===== src/rtl/mux_rr_pkg.sv =====
// mux_rr_pkg: channel count, channel index type and output-stage state encoding
package mux_rr_pkg;
    localparam int NUM_CH = 4;
    typedef logic [1:0] ch_idx_t;
    typedef enum logic {EMPTY = 1'b0, FULL = 1'b1} state_t;
endpackage


===== src/rtl/rr_arbiter4.sv =====
// rr_arbiter4: combinational 4-way round-robin, searching upward from i_ptr+1
module rr_arbiter4
    import mux_rr_pkg::*;
(
    input  logic [NUM_CH-1:0] i_req,
    input  ch_idx_t           i_ptr,
    output logic [NUM_CH-1:0] o_grant,
    output ch_idx_t           o_idx
);
    ch_idx_t w_c;
    logic    w_found;

    // first requester after the last granted channel wins, wrapping 4->1
    always_comb begin
        o_grant = '0;
        o_idx   = i_ptr;
        w_found = 1'b0;
        w_c     = i_ptr;
        for (int i = 1; i <= NUM_CH; i++) begin
            w_c = i_ptr + ch_idx_t'(i);
            if (!w_found && i_req[w_c]) begin
                w_found    = 1'b1;
                o_grant[w_c] = 1'b1;
                o_idx      = w_c;
            end
        end
    end
endmodule


===== src/rtl/mux_rr.sv =====
// mux_rr: 4-to-1 round-robin mux with lockable grant and a one-beat registered output
module mux_rr
    import mux_rr_pkg::*;
#(
    parameter int WIDTH = 64,
    parameter int CNT_W = 16
) (
    input  logic             clk,
    input  logic             rst_n,
    input  logic [WIDTH-1:0] in1,
    input  logic [WIDTH-1:0] in2,
    input  logic [WIDTH-1:0] in3,
    input  logic [WIDTH-1:0] in4,
    input  logic             valid1,
    input  logic             valid2,
    input  logic             valid3,
    input  logic             valid4,
    output logic             ready1,
    output logic             ready2,
    output logic             ready3,
    output logic             ready4,
    input  logic             lock,
    input  logic [1:0]       ctrl,
    output logic [WIDTH-1:0] out,
    output logic             out_valid,
    input  logic             out_ready,
    output logic [1:0]       out_sel,
    output logic [CNT_W-1:0] count
);
    state_t             r_state;
    logic [WIDTH-1:0]   r_out;
    ch_idx_t            r_sel;
    ch_idx_t            r_ptr;
    logic [CNT_W-1:0]   r_cnt;
    logic [NUM_CH-1:0]  w_req;
    logic [NUM_CH-1:0]  w_grant;
    ch_idx_t            w_idx;
    logic               w_load;
    logic               w_accept;
    logic [WIDTH-1:0]   w_in [NUM_CH];

    assign w_in     = '{in1, in2, in3, in4};
    assign w_req    = {valid4, valid3, valid2, valid1} & (lock ? (NUM_CH'(1) << ctrl) : {NUM_CH{1'b1}});
    assign w_load   = (r_state == EMPTY) | out_ready;
    assign w_accept = w_load & (|w_grant);

    rr_arbiter4 u_arb (
        .i_req   (w_req),
        .i_ptr   (r_ptr),
        .o_grant (w_grant),
        .o_idx   (w_idx)
    );

    // ready is suppressed during reset so no beat is handed off while held
    assign {ready4, ready3, ready2, ready1} = {NUM_CH{rst_n & w_load}} & w_grant;

    // output stage FSM: load on accept, drain to EMPTY when consumed with nothing new
    always_ff @(posedge clk or negedge rst_n) begin
        if (!rst_n) begin
            r_state <= EMPTY;
            r_out   <= '0;
            r_sel   <= '0;
            r_ptr   <= 2'd3;
            r_cnt   <= '0;
        end else if (w_accept) begin
            r_state <= FULL;
            r_out   <= w_in[w_idx];
            r_sel   <= w_idx;
            r_ptr   <= w_idx;
            r_cnt   <= r_cnt + 1'b1;
        end else if (out_ready) begin
            r_state <= EMPTY;
        end
    end

    assign out       = r_out;
    assign out_sel   = r_sel;
    assign out_valid = (r_state == FULL);
    assign count     = r_cnt;
endmodule


===== config.mk =====
export PLATFORM = sky130hd
export DESIGN_NAME = mux_rr
export DESIGN_NICKNAME = d
export VERILOG_FILES = /design/src/rtl/mux_rr_pkg.sv /design/src/rtl/rr_arbiter4.sv /design/src/rtl/mux_rr.sv
export SDC_FILE = /design/constraint.sdc
export NUM_CORES = 1
export LEC_CHECK = 0
export CAP_MARGIN = 0
export CORE_AREA = 2 2 138 140
export CTS_CLUSTER_SIZE = 10
export DETAILED_ROUTE_END_ITERATION = 6
export DIE_AREA = 0 0 140 142
export GPL_TIMING_DRIVEN = 0
export MAX_ROUTING_LAYER = met4
export PLACE_DENSITY = 0.71
export SETUP_SLACK_MARGIN = 0.4
export SYNTH_ARGS = -nofsm -noshare
export SYNTH_HDL_FRONTEND = slang
export SYNTH_HIERARCHICAL = 1
export SYNTH_SLANG_ARGS = --single-unit

===== constraint.sdc =====
create_clock -name clk -period 3.5 [get_ports clk]
set_input_delay 0.7 -clock clk [delete_from_list [all_inputs] [get_ports clk]]
set_output_delay 0.7 -clock clk [all_outputs]
set_load 0.01 [all_outputs]

==> impl_results.html <==
<table>
<tr><th>Metric</th><th>Value</th></tr>
<tr><th colspan="2">Worst setup path</th></tr>
<tr><td>Worst setup path class</td><td>register to primary output</td></tr>
<tr><td>Required @ worst endpoint</td><td>approximately 2.8 ns</td></tr>
<tr><td>Capturing element type of the critical path</td><td>primary output</td></tr>
<tr><td>Kind of start point of the critical path</td><td>register</td></tr>
<tr><td>WP data arrival</td><td>2.70 ns</td></tr>
<tr><td>CP Max Fanout</td><td>5</td></tr>
<tr><th colspan="2">Clock tree</th></tr>
<tr><td>Clock-pin slew on the worst setup and hold paths</td><td>about 0.07 ns</td></tr>
<tr><td>Num CTS Buffers</td><td>9</td></tr>
<tr><td>Source-to-sink clock delay at the later pin of the worst-skew pair</td><td>approximately 0.34 ns</td></tr>
<tr><td>Number of buffers between clock root and the deepest sink</td><td>2</td></tr>
<tr><td>Clock tree from TritonCTS</td><td>yes</td></tr>
<tr><td>Cell at the root of the clock tree</td><td>sky130_fd_sc_hd__clkbuf_16</td></tr>
<tr><td>CTS HTree Levels</td><td>3</td></tr>
<tr><td>Number of clock sinks</td><td>between 80 and 90</td></tr>
<tr><th colspan="2">Floorplan</th></tr>
<tr><td>Overall die width</td><td>~140 um</td></tr>
<tr><td>Number of top-level design ports</td><td>~350</td></tr>
<tr><td>Standard cell core area</td><td>about 18,000 um2</td></tr>
<tr><td>Height of the chip</td><td>~140 um</td></tr>
<tr><td>Starting Density</td><td>between 20% and 30%</td></tr>
<tr><td>Count of standard-cell rows</td><td>50</td></tr>
<tr><td>Die Area</td><td>approximately 20,000 um2</td></tr>
<tr><th colspan="2">Synth</th></tr>
<tr><td>Number of instances in the synthesized netlist</td><td>~500</td></tr>
<tr><td>Synthesis-stage register bit count</td><td>85</td></tr>
<tr><td>Post-synth EDFFs</td><td>0</td></tr>
<tr><td>Most used DFF post-synth</td><td>sky130_fd_sc_hd__dfrtp_1</td></tr>
<tr><td>Area of the mapped netlist</td><td>5320 um2</td></tr>
<tr><td>Asr flop ratio synth</td><td>100%</td></tr>
<tr><td>Library cell occupying the most area in the post-synthesis netlist</td><td>sky130_fd_sc_hd__dfrtp_1</td></tr>
<tr><td>Count of cell types in the netlist</td><td>between 40 and 50</td></tr>
<tr><td>Main area contributors after synthesis</td><td>sky130_fd_sc_hd__dfrtp_1 39%, sky130_fd_sc_hd__mux4_2 28%, sky130_fd_sc_hd__nand2_1 16%</td></tr>
<tr><td>Sequential-to-total area share from yosys stat</td><td>between 40% and 50%</td></tr>
<tr><td>Per-instance average area after synthesis</td><td>approximately 11 um2</td></tr>
<tr><td>Post-synth top area share</td><td>approximately two fifths</td></tr>
<tr><td>Synthesis warning total</td><td>6</td></tr>
<tr><td>Synthesized net count</td><td>between 700 and 800</td></tr>
<tr><th colspan="2">Global route</th></tr>
<tr><td>GRT Overall Usage</td><td>between 20% and 30%</td></tr>
<tr><td>Pin count of the biggest net entering global routing</td><td>50</td></tr>
<tr><td>Antenna violations before repair</td><td>1</td></tr>
<tr><td>Overflow left after global routing</td><td>0</td></tr>
<tr><td>First-pass GRT wire length</td><td>32,800 um</td></tr>
<tr><td>Number of global-route vias before repair</td><td>between 5k and 6k</td></tr>
<tr><th colspan="2">Cells and area</th></tr>
<tr><td>Layout Area Growth over Synthesis</td><td>104%</td></tr>
<tr><td>Number of nets in the final layout</td><td>1,195</td></tr>
<tr><td>Final cell count without fillers</td><td>between 1k and 1.5k</td></tr>
<tr><td>Proportion of layout cells with a drive suffix above 1</td><td>24.0%</td></tr>
<tr><th colspan="2">Power</th></tr>
<tr><td>Post-route total power</td><td>between 0.01 and 0.015 W</td></tr>
<tr><td>Standby leakage power</td><td>about 4.7 nW</td></tr>
<tr><td>Power density over the cells</td><td>about 1100 nW/um2</td></tr>
<tr><td>Max IR drop VDD</td><td>just over 600 uV</td></tr>
<tr><th colspan="2">Timing</th></tr>
<tr><td>Clock Skew</td><td>0.00652 ns</td></tr>
<tr><td>Final setup vio count</td><td>0</td></tr>
<tr><td>Setup repair after global routing missed its margin</td><td>true</td></tr>
<tr><td>Max-slew violation count</td><td>0</td></tr>
<tr><td>Tcrit/Tclk final</td><td>a little over nine tenths</td></tr>
<tr><td>Final Hold Viols</td><td>0</td></tr>
<tr><td>Max transition margin</td><td>47.1%</td></tr>
<tr><td>Worst hold slack</td><td>approximately 0.34 ns</td></tr>
<tr><td>Max Fclk</td><td>0.294 GHz</td></tr>
<tr><td>Min Tclk post-route</td><td>3.40 ns</td></tr>
<tr><td>Worst Tran Pin Value</td><td>around 0.8 ns</td></tr>
<tr><th colspan="2">Place</th></tr>
<tr><td>Post-detail-place hpwl</td><td>~16,000 um</td></tr>
<tr><td>Placed Cells</td><td>1,078</td></tr>
<tr><td>Port Buffers</td><td>352</td></tr>
<tr><td>Routability congestion estimate from global placement</td><td>around 0.79</td></tr>
<tr><th colspan="2">Detailed routing</th></tr>
<tr><td>Detailed Routing Iterations Pass 1</td><td>7</td></tr>
<tr><td>DR WL/cell</td><td>~20 um</td></tr>
<tr><td>Detailed-route via count</td><td>between 5k and 6k</td></tr>
<tr><td>Post-detailed-routing wire length</td><td>between 20,000 and 25,000 um</td></tr>
<tr><td>Remaining routing DRC violations</td><td>26</td></tr>
<tr><td>Avg Vias per Cell</td><td>slightly below 5</td></tr>
<tr><td>Antenna Violating Nets Remaining</td><td>0</td></tr>
<tr><td>Drt first-iter violations</td><td>~240</td></tr>
<tr><th colspan="2">Run status</th></tr>
<tr><td>Result of the run</td><td>complete, but fails checks</td></tr>
<tr><td>Violations in the final reports</td><td>DRC</td></tr>
<tr><th colspan="2">Flow run</th></tr>
<tr><td>Number of max-capacitance violations reported</td><td>0</td></tr>
<tr><th colspan="2">Min path</th></tr>
<tr><td>Type of the tightest min-delay check</td><td>primary input to async pin</td></tr>
</table>
-- critical path: stages, from the launching register on --
cell and delay (ns):
sky130_fd_sc_hd__dfstp_2 0.57, sky130_fd_sc_hd__buf_6 0.12, sky130_fd_sc_hd__inv_6 0.03, sky130_fd_sc_hd__ha_4 0.26
sky130_fd_sc_hd__mux4_2 0.34, sky130_fd_sc_hd__buf_6 0.15, sky130_fd_sc_hd__a221oi_4 0.28, sky130_fd_sc_hd__a222oi_1 0.17
sky130_fd_sc_hd__nand2_2 0.13, sky130_fd_sc_hd__and3_4 0.19, sky130_fd_sc_hd__buf_6 0.10
-- placed cells by master, fill, tap and decap left out, types with 3 or more instances in the layout --
cell | netlist | layout
sky130_fd_sc_hd__a21boi_4 | 0 | 3
sky130_fd_sc_hd__a222oi_1 | 4 | 4
sky130_fd_sc_hd__and3_1 | 6 | 4
sky130_fd_sc_hd__buf_12 | 0 | 19
sky130_fd_sc_hd__buf_16 | 0 | 7
sky130_fd_sc_hd__buf_4 | 7 | 34
sky130_fd_sc_hd__buf_6 | 0 | 25
sky130_fd_sc_hd__buf_8 | 0 | 4
sky130_fd_sc_hd__clkbuf_16 | 0 | 16
sky130_fd_sc_hd__clkbuf_8 | 0 | 5
sky130_fd_sc_hd__clkdlybuf4s50_1 | 0 | 340
sky130_fd_sc_hd__clkinv_4 | 0 | 3
sky130_fd_sc_hd__dfrtp_1 | 83 | 83
sky130_fd_sc_hd__dlygate4sd2_1 | 0 | 3
sky130_fd_sc_hd__ha_1 | 9 | 8
sky130_fd_sc_hd__mux4_2 | 65 | 66
sky130_fd_sc_hd__nand2_1 | 222 | 212
sky130_fd_sc_hd__nand2_2 | 0 | 10
sky130_fd_sc_hd__nand3_1 | 6 | 5
sky130_fd_sc_hd__nand4_1 | 4 | 4
sky130_fd_sc_hd__nor2_1 | 6 | 5
sky130_fd_sc_hd__nor4_4 | 1 | 3
sky130_fd_sc_hd__xnor2_1 | 10 | 10
sky130_fd_sc_hd__xor2_1 | 5 | 5
-- repair_timing --
item                       4_1_cts  5_1_grt
hold buffers                     0        0
setup endpoints to repair       89       88
setup buffers                   41        9
gates resized for setup        142       33
pin swaps                       56       33
cloned                          11        4
-- sequential cells by signal (all words and copies together), names as in the netlist --
signal     flops
count         16
out           64
out_sel        2
out_valid      1
r_ptr          2
-- final timing paths --
check / from / endpoint / slack (ns) / cells after the start
worst max-delay path: r_ptr[0] / ready1 / 0.1 / 10
worst min-delay path: rst_n / out[45] / 0.34 / 1
worst max register to register: r_ptr[0] / count[2] / 0.15 / 17
worst min register to register: out[2] / out[2] / 0.47 / 2
max in group asynchronous: rst_n / out[3] / 2.50 / 2
min in group clk: out[2] / out[2] / 0.47 / 2
-- stage by stage --
stage	instance area (um2)	util [%]	setup TNS [ns]	setup slack [ns]
after CTS	10600	57.3	0	0.138
after global routing	10900	58.9	0	0.0278
after global placement	9170	49.7	-199.64	-2.39
after detailed placement	9200	49.8	-70.85	-0.999
after floorplan	5360	-	0	0.406
final	10900	58.9	0	0.0958
-- power breakdown --
| part | total (W) | internal [W] | switching (W) |
|---|---|---|---|
| Clock | 0.00101 | 0.000597 | 0.000417 |
| Combinational | 0.00917 | 0.00535 | 0.00382 |
| Sequential | 0.00175 | 0.00148 | 0.000271 |
-- synthesized netlist by cell type (all sizes together) (2+ instances only) --
cell type    n
a211o        2
a21boi       3
a21oi        2
a222oi       4
and3         6
buf         24
clkbuf       6
dfrtp       83
dfstp        2
ha           9
inv          2
mux2i        2
mux4        66
nand2      222
nand2b       4
nand3        6
nand4        4
nor2         6
nor2b        3
nor3         2
nor4         3
o21ai        2
xnor2       10
xor2         5
-- metal layers --
metal  up-vias  GRT usage, %  wire length (um)
met5         -             -                 0
met4         0          6.70               347
met3        37          4.44              1460
met2       266          40.2             12200
met1      2724          25.8              8810
li1       2600             -                 -
-- logic make-up after synthesis --
kind of cell,count (synthesis),share of synthesized area [%]
and+or+nand+nor,263,20.7
DFF,85,40.0
muxes,69,28.6
buffers and inverters,32,3.15
AOI/OAI and AO/OA,18,2.89
xor gates and xnor gates,15,2.47
adders and majority gates,9,2.12
-- cell type report --
type / instances / area (um2)
Clock inverter: 4 / 56.3
Multi-Input combinational cell: 374 / 3210
Tap cell: 234 / 293
Antenna cell: 1 / 2.50
Buffer: 30 / 448
Fill cell: 1541 / 7590
Sequential cell: 85 / 2130
Clock buffer: 12 / 256
Inverter: 2 / 12.5
Timing Repair Buffer: 418 / 4460
No activity file was read; power rests on OpenSTA's default activity.
